$ cat config.mk
export PLATFORM = sky130hd
export DESIGN_NAME = uart_tx_frame_flat
export DESIGN_NICKNAME = d
export VERILOG_FILES = /design/src/rtl/uart_pkg.sv /design/src/rtl/uart_tx_frame_if.sv /design/src/rtl/uart_sync_fifo.sv /design/src/rtl/uart_tx_frame.sv /design/src/flat_wrapper.sv
export SDC_FILE = /design/constraint.sdc
export NUM_CORES = 1
export LEC_CHECK = 0
export CORE_UTILIZATION = 25
export DETAILED_ROUTE_END_ITERATION = 12
export GPL_TIMING_DRIVEN = 0
export PLACE_DENSITY_LB_ADDON = 0.12
export REMOVE_ABC_BUFFERS = 1
export SETUP_SLACK_MARGIN = 0.02
export SYNTH_ARGS = -nofsm -noshare
export SYNTH_HDL_FRONTEND = slang
export SYNTH_SLANG_ARGS = --single-unit
$ cat constraint.sdc
create_clock -name clk -period 5.9 [get_ports clk]
set_input_delay 1.18 -clock clk [delete_from_list [all_inputs] [get_ports clk]]
set_output_delay 1.18 -clock clk [all_outputs]
set_load 0.03 [all_outputs]
$ cat src/rtl/uart_pkg.sv
// Shared types and parameter checks for the UART transmitter slice.
package uart_pkg;

  typedef enum logic [1:0] {
    PAR_NONE = 2'd0,
    PAR_EVEN = 2'd1,
    PAR_ODD  = 2'd2
  } parity_e;

  typedef enum logic [2:0] {
    ST_IDLE   = 3'd0,
    ST_START  = 3'd1,
    ST_DATA   = 3'd2,
    ST_PARITY = 3'd3,
    ST_STOP   = 3'd4
  } tx_state_e;

  // Bit counter must reach DATA_W-1 (at most 8) and STOP_BITS-1.
  localparam int BIT_CNT_W = 4;

  // True when every transmitter parameter lies inside its legal range.
  function automatic bit params_ok(input int data_w, input int clks_per_bit,
                                   input int parity, input int stop_bits,
                                   input int fifo_depth);
    params_ok = (data_w >= 4) && (data_w <= 9) &&
                (clks_per_bit >= 1) && (clks_per_bit <= 65535) &&
                (parity >= int'(PAR_NONE)) && (parity <= int'(PAR_ODD)) &&
                (stop_bits >= 1) && (stop_bits <= 2) &&
                (fifo_depth >= 2) && ((fifo_depth & (fifo_depth - 1)) == 0);
  endfunction

endpackage

$ cat src/rtl/uart_tx_frame_if.sv
// Word-input handshake of the UART transmitter.
// Handshake: a word moves from master to slave on every clk edge where
// tx_valid && tx_ready. tx_ready never depends on tx_valid in the same
// cycle. Once tx_valid is raised the master holds tx_valid and tx_data
// stable until the transfer edge.
interface uart_tx_frame_if #(
  parameter int DATA_W = 8
);
  logic              tx_valid;
  logic              tx_ready;
  logic [DATA_W-1:0] tx_data;

  modport master (output tx_valid, output tx_data, input tx_ready);
  modport slave  (input tx_valid, input tx_data, output tx_ready);
endinterface

$ cat src/rtl/uart_sync_fifo.sv
// Small synchronous FIFO with registered occupancy count.
module uart_sync_fifo #(
  parameter int WIDTH = 8,
  parameter int DEPTH = 4
) (
  input  logic                   clk,
  input  logic                   rst,
  input  logic                   push_i,
  input  logic [WIDTH-1:0]       din_i,
  input  logic                   pop_i,
  output logic [WIDTH-1:0]       dout_o,
  output logic [$clog2(DEPTH):0] count_o,
  output logic                   empty_o
);
  localparam int AW = $clog2(DEPTH);
  localparam int CW = AW + 1;

  logic [WIDTH-1:0] mem_q [DEPTH];
  logic [AW-1:0]    wr_ptr_q, wr_ptr_d;
  logic [AW-1:0]    rd_ptr_q, rd_ptr_d;
  logic [CW-1:0]    count_q, count_d;
  logic             do_push, do_pop;

  // Requests are ignored when they would overflow or underflow.
  assign do_push = push_i && (count_q != CW'(DEPTH));
  assign do_pop  = pop_i && (count_q != '0);

  // Pointer and count next-state; pointers wrap modulo DEPTH naturally.
  always_comb begin
    wr_ptr_d = wr_ptr_q;
    rd_ptr_d = rd_ptr_q;
    count_d  = count_q;
    if (do_push) wr_ptr_d = wr_ptr_q + AW'(1);
    if (do_pop)  rd_ptr_d = rd_ptr_q + AW'(1);
    case ({do_push, do_pop})
      2'b10:   count_d = count_q + CW'(1);
      2'b01:   count_d = count_q - CW'(1);
      default: count_d = count_q;
    endcase
  end

  // Pointer/count registers; reset flushes every buffered word.
  always_ff @(posedge clk) begin
    if (rst) begin
      wr_ptr_q <= '0;
      rd_ptr_q <= '0;
      count_q  <= '0;
    end else begin
      wr_ptr_q <= wr_ptr_d;
      rd_ptr_q <= rd_ptr_d;
      count_q  <= count_d;
    end
  end

  // Storage write; contents need no reset because the count gates reads.
  always_ff @(posedge clk) begin
    if (do_push) mem_q[wr_ptr_q] <= din_i;
  end

  assign dout_o  = mem_q[rd_ptr_q];
  assign count_o = count_q;
  assign empty_o = (count_q == '0);

endmodule

$ cat src/rtl/uart_tx_frame.sv
// Buffered UART transmitter: start bit, LSB-first data, optional parity,
// 1 or 2 stop bits, with a programmable clocks-per-bit divider.
module uart_tx_frame
  import uart_pkg::*;
#(
  parameter int DATA_W       = 8,
  parameter int CLKS_PER_BIT = 4,
  parameter int PARITY       = 0,
  parameter int STOP_BITS    = 1,
  parameter int FIFO_DEPTH   = 4
) (
  input  logic                        clk,
  input  logic                        rst,
  uart_tx_frame_if.slave              bus,
  output logic                        tx,
  output logic                        tx_busy,
  output logic [$clog2(FIFO_DEPTH):0] fifo_count,
  output tx_state_e                   state_dbg
);
  localparam int BAUD_W = $clog2(CLKS_PER_BIT + 1);
  localparam int CNT_W  = $clog2(FIFO_DEPTH) + 1;

  if (!params_ok(DATA_W, CLKS_PER_BIT, PARITY, STOP_BITS, FIFO_DEPTH)) begin : g_bad_params
    $error("uart_tx_frame: parameter outside legal range");
  end

  tx_state_e              state_q, state_d;
  logic [BAUD_W-1:0]      baud_q, baud_d;
  logic [BIT_CNT_W-1:0]   bit_q, bit_d;
  logic [DATA_W-1:0]      shift_q, shift_d;
  logic [DATA_W-1:0]      fifo_head;
  logic                   par_q, par_d;
  logic                   tx_q, tx_d;
  logic                   fifo_empty, push, pop;
  logic                   baud_tick, last_data, last_stop;

  // Ready comes from the registered count only, never from tx_valid.
  assign bus.tx_ready = (fifo_count < CNT_W'(FIFO_DEPTH));
  assign push         = bus.tx_valid && bus.tx_ready;

  uart_sync_fifo #(
    .WIDTH (DATA_W),
    .DEPTH (FIFO_DEPTH)
  ) u_fifo (
    .clk     (clk),
    .rst     (rst),
    .push_i  (push),
    .din_i   (bus.tx_data),
    .pop_i   (pop),
    .dout_o  (fifo_head),
    .count_o (fifo_count),
    .empty_o (fifo_empty)
  );

  assign baud_tick = (baud_q == BAUD_W'(CLKS_PER_BIT - 1));
  assign last_data = (bit_q == BIT_CNT_W'(DATA_W - 1));
  assign last_stop = (bit_q == BIT_CNT_W'(STOP_BITS - 1));

  // State and datapath registers; reset aborts any frame in flight.
  always_ff @(posedge clk) begin
    if (rst) begin
      state_q <= ST_IDLE;
      baud_q  <= '0;
      bit_q   <= '0;
      shift_q <= '0;
      par_q   <= 1'b0;
      tx_q    <= 1'b1;
    end else begin
      state_q <= state_d;
      baud_q  <= baud_d;
      bit_q   <= bit_d;
      shift_q <= shift_d;
      par_q   <= par_d;
      tx_q    <= tx_d;
    end
  end

  // Next-state: the end of the last stop bit chains straight into a new start bit.
  always_comb begin
    state_d = state_q;
    unique case (state_q)
      ST_IDLE:   if (!fifo_empty) state_d = ST_START;
      ST_START:  if (baud_tick) state_d = ST_DATA;
      ST_DATA:   if (baud_tick && last_data) state_d = (PARITY != 0) ? ST_PARITY : ST_STOP;
      ST_PARITY: if (baud_tick) state_d = ST_STOP;
      ST_STOP:   if (baud_tick && last_stop) state_d = fifo_empty ? ST_IDLE : ST_START;
      default:   state_d = ST_IDLE;
    endcase
  end

  // Counters, shift register, FIFO pop and the next tx level, all derived
  // from the next state so tx is registered yet aligned with state entry.
  always_comb begin
    baud_d  = baud_q;
    bit_d   = bit_q;
    shift_d = shift_q;
    par_d   = par_q;
    tx_d    = 1'b1;
    pop     = (state_d == ST_START) && (state_q != ST_START);

    if ((state_d != state_q) || (state_q == ST_IDLE)) begin
      baud_d = '0;
      bit_d  = '0;
    end else if (baud_tick) begin
      baud_d = '0;
      bit_d  = bit_q + BIT_CNT_W'(1);
    end else begin
      baud_d = baud_q + BAUD_W'(1);
    end

    if (pop) begin
      shift_d = fifo_head;
      par_d   = (PARITY == int'(PAR_ODD)) ? ~^fifo_head : ^fifo_head;
    end else if ((state_q == ST_DATA) && (state_d == ST_DATA) && baud_tick) begin
      shift_d = shift_q >> 1;
    end

    unique case (state_d)
      ST_START:  tx_d = 1'b0;
      ST_DATA:   tx_d = shift_d[0];
      ST_PARITY: tx_d = par_d;
      default:   tx_d = 1'b1;
    endcase
  end

  assign tx        = tx_q;
  assign tx_busy   = (state_q != ST_IDLE) || !fifo_empty;
  assign state_dbg = state_q;

endmodule

$ cat src/flat_wrapper.sv
// flat-port wrapper written by rule: the top's interface ports become plain ports
module uart_tx_frame_flat import uart_pkg::*;
#(
  parameter int DATA_W       = 8,
  parameter int CLKS_PER_BIT = 4,
  parameter int PARITY       = 0,
  parameter int STOP_BITS    = 1,
  parameter int FIFO_DEPTH   = 4
)
  (clk, rst, tx, tx_busy, fifo_count, state_dbg, bus_tx_valid, bus_tx_data, bus_tx_ready);
  uart_tx_frame_if #(.DATA_W(DATA_W)) bus_i ();
  input  logic clk;
  input  logic rst;
  output logic tx;
  output logic tx_busy;
  output logic [$clog2(FIFO_DEPTH):0] fifo_count;
  output tx_state_e state_dbg;
  input wire logic [$bits(bus_i.tx_valid)-1:0] bus_tx_valid;
  input wire logic [$bits(bus_i.tx_data)-1:0] bus_tx_data;
  output wire logic [$bits(bus_i.tx_ready)-1:0] bus_tx_ready;
  assign bus_i.tx_valid = bus_tx_valid;
  assign bus_i.tx_data = bus_tx_data;
  assign bus_tx_ready = bus_i.tx_ready;
  uart_tx_frame #(.DATA_W(DATA_W), .CLKS_PER_BIT(CLKS_PER_BIT), .PARITY(PARITY), .STOP_BITS(STOP_BITS), .FIFO_DEPTH(FIFO_DEPTH)) u_core (.clk(clk), .rst(rst), .bus(bus_i), .tx(tx), .tx_busy(tx_busy), .fifo_count(fifo_count), .state_dbg(state_dbg));
endmodule
==> run metrics, run 1 <==
Setup-failing EPs final 0; hpwl dp 3210 um; switching share of total power 0.341; I/O pins 20; Register-to-Register Path Depth 10; hold path start u_core.baud_q[0]$_SDFF_PP0_; CP endpoint kind flop; Slowest-stage cell, CP a2111oi_4; Pre-antenna DRT Iters 4; crit-path cells ha_1, ha_1, nand4bb_4, a2111oi_4, ha_1, inv_1, fa_1, xor2_1, or3_1, a21oi_1; area of the core about 10000 um2; fin. max-slew vios 0; R2R setup slack 2240 ps; vias in the first global route around 1600; max incr delay on CP about 1000 ps; TritonCTS clock tree yes; crit start category flop; relative slew slack 0.255; Worst EP arrival 3920 ps; status completed; Synth top area share 0.367; Post-CTS Hold Buffers 0; Worst Path Max Fanout 18; RSZ-0062 raised after global routing no; Cells after Synth 202; cell repeated most along the worst path ha_1; Post-synth top cells edfxtp_1, dfxtp_1, nor2_1, inv_1, a21oi_1; max cap viols 0; fraction of registers with async set/reset 0; Worst Hold Depth 1; nets 243; largest net degree at the start of global routing 21; total CTS buffers 9; Area contributors post-synth edfxtp_1, dfxtp_1, mux4_2; Rows 36; Die Span Y between 100 and 150 um; library cells used by synthesis 40; CP required 6160 ps; first-pass GRT wire length approximately 8000 um; Avg WL per Cell 13.3 um; Max VDD drop ~0.00012 V; H-Tree Depth 3; EDFF count, synth 32; Mapped Area approximately 2600 um2; All-Layer GR Usage 0.0987; Ant. Diodes 0; Clock Sinks slightly above 60; Syn Area/Cell 13.0 um2; Fin Setup TNS 0 ps; reg-to-reg critical path endpoint u_core.u_fifo.count_o[2]$_SDFFE_PP0P_; Psw between 0.5 and 0.6 mW; layout cell share with drive strength beyond 1 0.132; sequential area share after synthesis 0.589; Hold WS between 400 and 500 ps; Max Fclk about 0.27 GHz; Routed Antenna Nets 0; # DRC 0; GRT overflow 0; min Tclk post-route 3660 ps; Initial Util 0.263; DIE AREA around 11000 um2; IO Port Bufs 19; Root Buffer clkbuf_8; Pint 1.01 mW; worst-margin pin slew about 1100 ps; post-CTS setup buffer count 0; warnings from Yosys 0; flops & latches, synth about 60; final period utilization 0.620; hold crit path type flop to flop; final WL approximately 4800 um; worst skew pair latency 340 ps; Pwr Density just under 500 nW/um2; setup ws final between 2000 and 2500 ps; via count 1524; leading area contributor after synthesis edfxtp_1; pre-CTS WS 2190 ps; Combinational Power Share 0.331; Top FF cell, synth edfxtp_1; Clock Skews about 10 ps; chip width around 100 um; initial antenna violation count 0; CP Class flop to flop; gpl congestion roughly 0.65; Fin. Hold Viols 0; CP top delay family adder cells; Reg power frac 0.387; most frequent cell after synthesis edfxtp_1; vias per inst roughly 4.2; Hold Path Sink u_core.baud_q[0]$_SDFF_PP0_; Iter 0 DRT Violations 33; clock group share of total power 0.282; largest buffer count on any clock path 2; number of gates resized after cts 0; clk slew on worst S/H paths roughly 70 ps; WP buf/inv 1; P_leak approximately 1.0 nW; Layout Area Growth over Synthesis 20.4%; r2r startpoint u_core.baud_q[0]$_SDFF_PP0_
## power groups by stage
stage	Clock [mW]	Sequential (mW)	Combinational, mW
detailed placement	0	0.606	0.518
global route	0.469	0.606	0.563
floorplan	0	0.614	0.361
finish	0.431	0.592	0.507
CTS	0.447	0.596	0.519
global placement	0	0.605	0.512
## metal layers
layer  up-vias  wire, um  part of all wire  track usage
met5         -         0                 0            0
met2        20      2270              0.47        0.151
met4         0        84             0.018       0.0551
met3         7       130             0.027       0.0338
met1       731      2310              0.48        0.121
li1        766         -                 -            -
## layout by cell type, fill, tap and decap left out, types with 4 or more instances in the layout
master / instances
a21oi_1: 12
a22oi_1: 8
and2_1: 4
clkbuf_8: 9
clkdlybuf4s50_1: 19
dfxtp_1: 29
edfxtp_1: 32
ha_1: 9
inv_1: 14
inv_6: 4
mux4_2: 8
nand2_1: 9
nor2_1: 18
nor3_1: 5
o21ai_0: 4
xnor2_1: 10
xor2_1: 5
## area by class of cell
cell class | instances | area [um2]
Timing Repair Buffer | 19 | 190
Tap cell | 133 | 166
Fill cell | 994 | 6800
Clock buffer | 9 | 124
Inverter | 14 | 52.6
Sequential cell | 61 | 1540
Clock inverter | 7 | 104
Multi-Input combinational cell | 117 | 973
## per-stage QoR
step           cell area, um2  utilization  cells  total power [mW]
6_report                 3150        0.317    360              1.53
5_1_grt                  3150        0.317    360              1.64
4_1_cts                  3150        0.317    360              1.56
3_5_place_dp             2920        0.294    344              1.12
3_3_place_gp             2920        0.294    344              1.12
2_1_floorplan            2570            -    192             0.975
## sequential cells by signal, indices dropped and copies added, names as in the netlist, named ones only
register and flops:
u_core.u_fifo.mem_q 32, u_core.shift_q 8, u_core.bit_q 4, u_core.baud_q 3, u_core.state_dbg 3, u_core.u_fifo.count_o 3, u_core.u_fifo.rd_ptr_q 2, u_core.u_fifo.wr_ptr_q 2
u_core.par_q 1, u_core.tx 1
## how the worst max path moves through the flow
stage,start,endpoint,slack (ps),cells past startpoint
floorplan,u_core.baud_q[0]$_SDFF_PP0_,u_core.u_fifo.count_o[2]$_SDFFE_PP0P_,2740,10
global placement,u_core.baud_q[0]$_SDFF_PP0_,u_core.u_fifo.count_o[2]$_SDFFE_PP0P_,2190,10
detailed placement,u_core.baud_q[0]$_SDFF_PP0_,u_core.u_fifo.count_o[2]$_SDFFE_PP0P_,2190,10
CTS,u_core.baud_q[0]$_SDFF_PP0_,u_core.u_fifo.count_o[2]$_SDFFE_PP0P_,2180,10
global route,u_core.baud_q[0]$_SDFF_PP0_,u_core.u_fifo.count_o[2]$_SDFFE_PP0P_,1980,10
finish,u_core.baud_q[0]$_SDFF_PP0_,u_core.u_fifo.count_o[2]$_SDFFE_PP0P_,2240,10
## kinds of logic (layout without fill, tap and decap cells)
group,count (synthesis),in the layout,synth area share
mux,9,9,0.0727
xor+xnor,15,15,0.0502
buf+inv,24,49,0.0392
fa+ha+maj,10,10,0.0507
compound gates,32,32,0.0889
simple gates,51,51,0.109
flops,61,61,0.589
Power figures use the tool's default switching activity.
==> run 2, diff against run 1 <==
==> constraint.sdc (replaced) <==
create_clock -name clk -period 3.55 [get_ports clk]
set_input_delay 0.71 -clock clk [delete_from_list [all_inputs] [get_ports clk]]
set_output_delay 0.71 -clock clk [all_outputs]
set_load 0.03 [all_outputs]
==> run metrics, run 2 (synthesis gave the netlist of run 1 again) <==
status completed; chip width 104 um; max FFs per register 32; CP endpoint kind flop; total CTS buffers 9; Layout Area Growth over Synthesis 20.7%; TritonCTS clock tree yes; Worst Path Max Fanout 13; final period utilization 0.810; Pre-antenna DRT Iters 4; Iter 0 DRT Violations 40; fin. max-slew vios 0; most common cell after layout, fill and taps aside edfxtp_1; Max Fclk around 0.35 GHz; fin cells roughly 360; max cap viols 0; Die Span Y 104 um; min Tclk post-route 2880 ps; Rows 36; I/O pins 20; Largest Register u_core.u_fifo.mem_q; Worst EP arrival about 3100 ps; final WL 4790 um; hold crit path type flop to flop; vias in the first global route around 1600; area of the core about 10000 um2; layout cell share with drive strength beyond 1 0.136; largest net degree at the start of global routing 21; Routed Antenna Nets 0; worst skew pair latency between 300 and 400 ps; final design utilization 0.317; nets 244; gpl congestion around 0.65; vias per inst approximately 4.2; RSZ-0062 raised after global routing no; Ant. Diodes 0; Initial Util 0.263; # DRC 0; relative slew slack 0.444; Post-CTS Hold Buffers 0; CP Class flop to flop; Clock Skews ~10 ps; H-Tree Depth 3; GRT overflow 0; P_leak ~1.0 nW; All-Layer GR Usage 0.0987; worst-margin pin slew 832 ps; most frequent cells in the layout edfxtp_1, dfxtp_1, clkdlybuf4s50_1, nor2_1, inv_1; DIE AREA roughly 11000 um2; initial antenna violation count 0; top flop regs u_core.u_fifo.mem_q (32), u_core.shift_q (8), u_core.bit_q (4); Setup-failing EPs final 0; largest buffer count on any clock path 2; Max VDD drop ~0.00021 V; Fin. Hold Viols 0; via count roughly 1500; clk slew on worst S/H paths roughly 70 ps; Pwr Density around 800 nW/um2; IO Port Bufs 19; number of gates resized after cts 0; dpl cells 344; hpwl dp about 3200 um; first-pass GRT wire length ~8100 um; CP required between 3000 and 4000 ps; Clock Sinks just over 60; Avg WL per Cell 13.3 um; crit start category flop; Root Buffer clkbuf_8
==> run 2: cell types whose count changed in the layout (fill, tap and decap cells not counted) <==
| cell | change |
|---|---|
| buf_4 | +1 |
==> run 2: layout make-up <==
| type | count | area, um2 |
|---|---|---|
| fill | 994 | 6800 |
| sequential | 61 | 1540 |
| multi-input combinational | 117 | 973 |
| timing repair buffer | 20 | 198 |
| tap | 133 | 166 |
| clock buffer | 9 | 124 |
| clock inverter | 7 | 104 |
| inverter | 14 | 52.6 |
==> run 2: timing repair <==
item,in CTS,in global routing
hold endpoints to repair,0,0
setup buffers,1,0
setup endpoints to repair,1,0
==> run 2: report_power, final <==
group / internal [mW] / switching, mW
sequential: 0.876 / 0.107
clock: 0.406 / 0.309
combinational: 0.403 / 0.453
total: 1.69 / 0.870
==> run 2: final timing paths <==
path,start,to,slack (ps),cells after the start
worst max register to register,u_core.baud_q[0]$_SDFF_PP0_,u_core.u_fifo.count_o[2]$_SDFFE_PP0P_,670,10
worst min-delay path,u_core.baud_q[0]$_SDFF_PP0_,u_core.baud_q[0]$_SDFF_PP0_,430,1
worst max-delay path,u_core.baud_q[0]$_SDFF_PP0_,u_core.u_fifo.count_o[2]$_SDFFE_PP0P_,670,10
worst min register to register,u_core.baud_q[0]$_SDFF_PP0_,u_core.baud_q[0]$_SDFF_PP0_,430,1
==> run 2: routing by layer <==
metal / vias up / GRT usage / wire (um)
li1: 766 / - / -
met1: 727 / 0.123 / 2320
met2: 20 / 0.148 / 2250
met3: 7 / 0.0338 / 130
met4: 0 / 0.0551 / 84
met5: - / 0 / 0
==> run 2: worst max-delay path: stages, from the launching register on <==
cell and delay, ps:
dfxtp_1 340, ha_1 160, ha_1 490, nand4bb_4 180, a2111oi_4 360, ha_1 240, inv_1 60, fa_1 370
xor2_1 160, or3_1 300, a21oi_1 140
==> run 2: stage by stage <==
step | hold WS [ps] | setup slack, ps | cell area (um2) | setup TNS (ps) | total power [mW]
6_report | 430 | 675 | 3160 | 0 | 2.56
5_1_grt | 453 | 479 | 3160 | 0 | 2.74
4_1_cts | 435 | 639 | 3160 | 0 | 2.61
3_5_place_dp | 424 | -156 | 2920 | -156 | 1.87
3_3_place_gp | 424 | -155 | 2920 | -155 | 1.86
2_1_floorplan | 404 | 389 | 2570 | 0 | 1.62
==> variant: new RTL, flow settings as in run 2 <==
Reset style: asynchronous (`rst`), changed in 2 clocked blocks.
--- a/src/rtl/uart_sync_fifo.sv
+++ b/src/rtl/uart_sync_fifo.sv
@@ -41,5 +41,5 @@
 
   // Pointer/count registers; reset flushes every buffered word.
-  always_ff @(posedge clk) begin
+  always_ff @(posedge clk or posedge rst) begin
     if (rst) begin
       wr_ptr_q <= '0;
--- a/src/rtl/uart_tx_frame.sv
+++ b/src/rtl/uart_tx_frame.sv
@@ -58,5 +58,5 @@
 
   // State and datapath registers; reset aborts any frame in flight.
-  always_ff @(posedge clk) begin
+  always_ff @(posedge clk or posedge rst) begin
     if (rst) begin
       state_q <= ST_IDLE;
Function: differs if rst is asserted again (counterexample within 4 cycles, from zero or initial values and one cycle with rst high); with rst held inactive, the same outputs for 10 cycles.
==> variant against run 2 <==
Combinational power up 25%. Routed wire length shrank 3.2%. First-iteration DRC count down 57%. Largest cell class unchanged. Area after synthesis shrank 0.33%. Critical endpoint is now u_core.u_fifo.count_o[2]$_DFFE_PP0P_. Worst setup slack worse by 0.094 ns. Clock skew is 0.0021 ns higher. Global-route usage down 0.30 points. Largest power group unchanged. Sequential cell count shrank 2. Power grew 6.0%. Cell count down 5.8%. Critical path type unchanged. Highest routed layer unchanged. Fmax shrank 3.2%. Final area down 1.7%.
==> variant: results (changes against run 2) <==
[yosys]
synth_common_cells=edfxtp_1 (32), dfrtp_1 (26), inv_1 (13)  ; was edfxtp_1 (32), dfxtp_1 (29), nor2_1 (18)
postSynthCellCount=179  ; was 202
synthArstFlopShare=0.458  ; was 0

[finish]
fin_cells=340  ; was 361
num-nets-final=222  ; was 244

[worst_setup_path]
crit_path_top_delay_cell=and3_1  ; was ha_1
r2r_setup_slack_ns=0.58  ; was 0.67 ns
crit_arrival_ns=3.23  ; was 3.13 ns
r2r-start=u_core.bit_q[0]$_DFFE_PP0P_  ; was u_core.baud_q[0]$_SDFF_PP0_
cp_slowest_stage_delay_ns=0.70  ; was 0.49 ns
worstPathMaxFanout=16  ; was 13

[clock_network]
post_cts_buffers=0  ; was 1

[drt]
vias_per_cell=4.18  ; was 4.21
drt_iter0_drc=17  ; was 40

[power_and_ir_drop]
p_sw_frac=0.375  ; was 0.340
p_leak_nw=1.20  ; was 1.05 nW
p_comb_mw=1.07  ; was 857 µW
pg_seq_mw=1.08  ; was 983 µW

[sta]
whs_ns=0.452  ; was 0.430 ns
tightest_slew_ns=1.07  ; was 0.832 ns

[outcome]
status=finished clean  ; unchanged

[grt]
grt_max_degree=28  ; was 21
grt_pass1_wl_mm=7.73  ; was 8.08 mm
track_usage=0.0957  ; was 0.0987

[hold_path]
hold_end=u_core.baud_q[0]$_DFF_PP0_  ; was u_core.baud_q[0]$_SDFF_PP0_

[placed_design]
placed_area_um2=2930  ; was 2920 µm²
placedCellCount=324  ; was 344

## variant: cell types whose count changed after synthesis, sizes merged, moves of 6 or more
cell	delta
a21oi	-8
a21o	+6
dfxtp	-29
nor2	-13
a22oi	-8
a22o	+6
dfrtp	+26
## variant: metal layers
| layer | vias up | GRT usage | routed length [µm] |
|---|---|---|---|
| li1 | 691 | - | - |
| met1 | 700 | 0.117 | 2230 |
| met2 | 21 | 0.153 | 2200 |
| met3 | 8 | 0.0357 | 133 |
| met4 | 0 | 0.0367 | 69 |
| met5 | - | 0 | 0 |
## variant: kinds of logic (layout without fill, tap and decap cells)
group           Yosys count  after routing  share of synthesized area
flops                    59             59                      0.628
simple gates             40             40                     0.0883
compound gates           26             26                     0.0767
buf+inv                  20             48                     0.0341
xor+xnor                 15             15                     0.0504
mux                      10             10                     0.0767
fa+ha+maj                 9              9                     0.0460
## variant: layout make-up
cell class	instances	share of cell area
inverters	13	0.0157
flip-flops and latches	59	0.527
well taps	133	0.0536
multi-input cells	100	0.284
clock buffers	9	0.0399
clock inverters	7	0.0181
repair buffers	19	0.0612
## variant: through the flow
stage,util,total power [mW]
3_3_place_gp,0.294,2.19
5_1_grt,0.312,2.92
4_1_cts,0.312,2.76
3_5_place_dp,0.294,2.18
6_report,0.312,2.71
2_1_floorplan,-,1.87
## variant: worst reg2reg max path, stage by stage, from the launching register on
cell and delay (ns):
dfrtp_1 0.42, inv_1 0.09, ha_1 0.15, inv_1 0.05, o41ai_2 0.37, and3_1 0.70, ha_1 0.31, inv_1 0.06
fa_1 0.37, xor2_1 0.15, nor2_1 0.11, xnor2_1 0.12
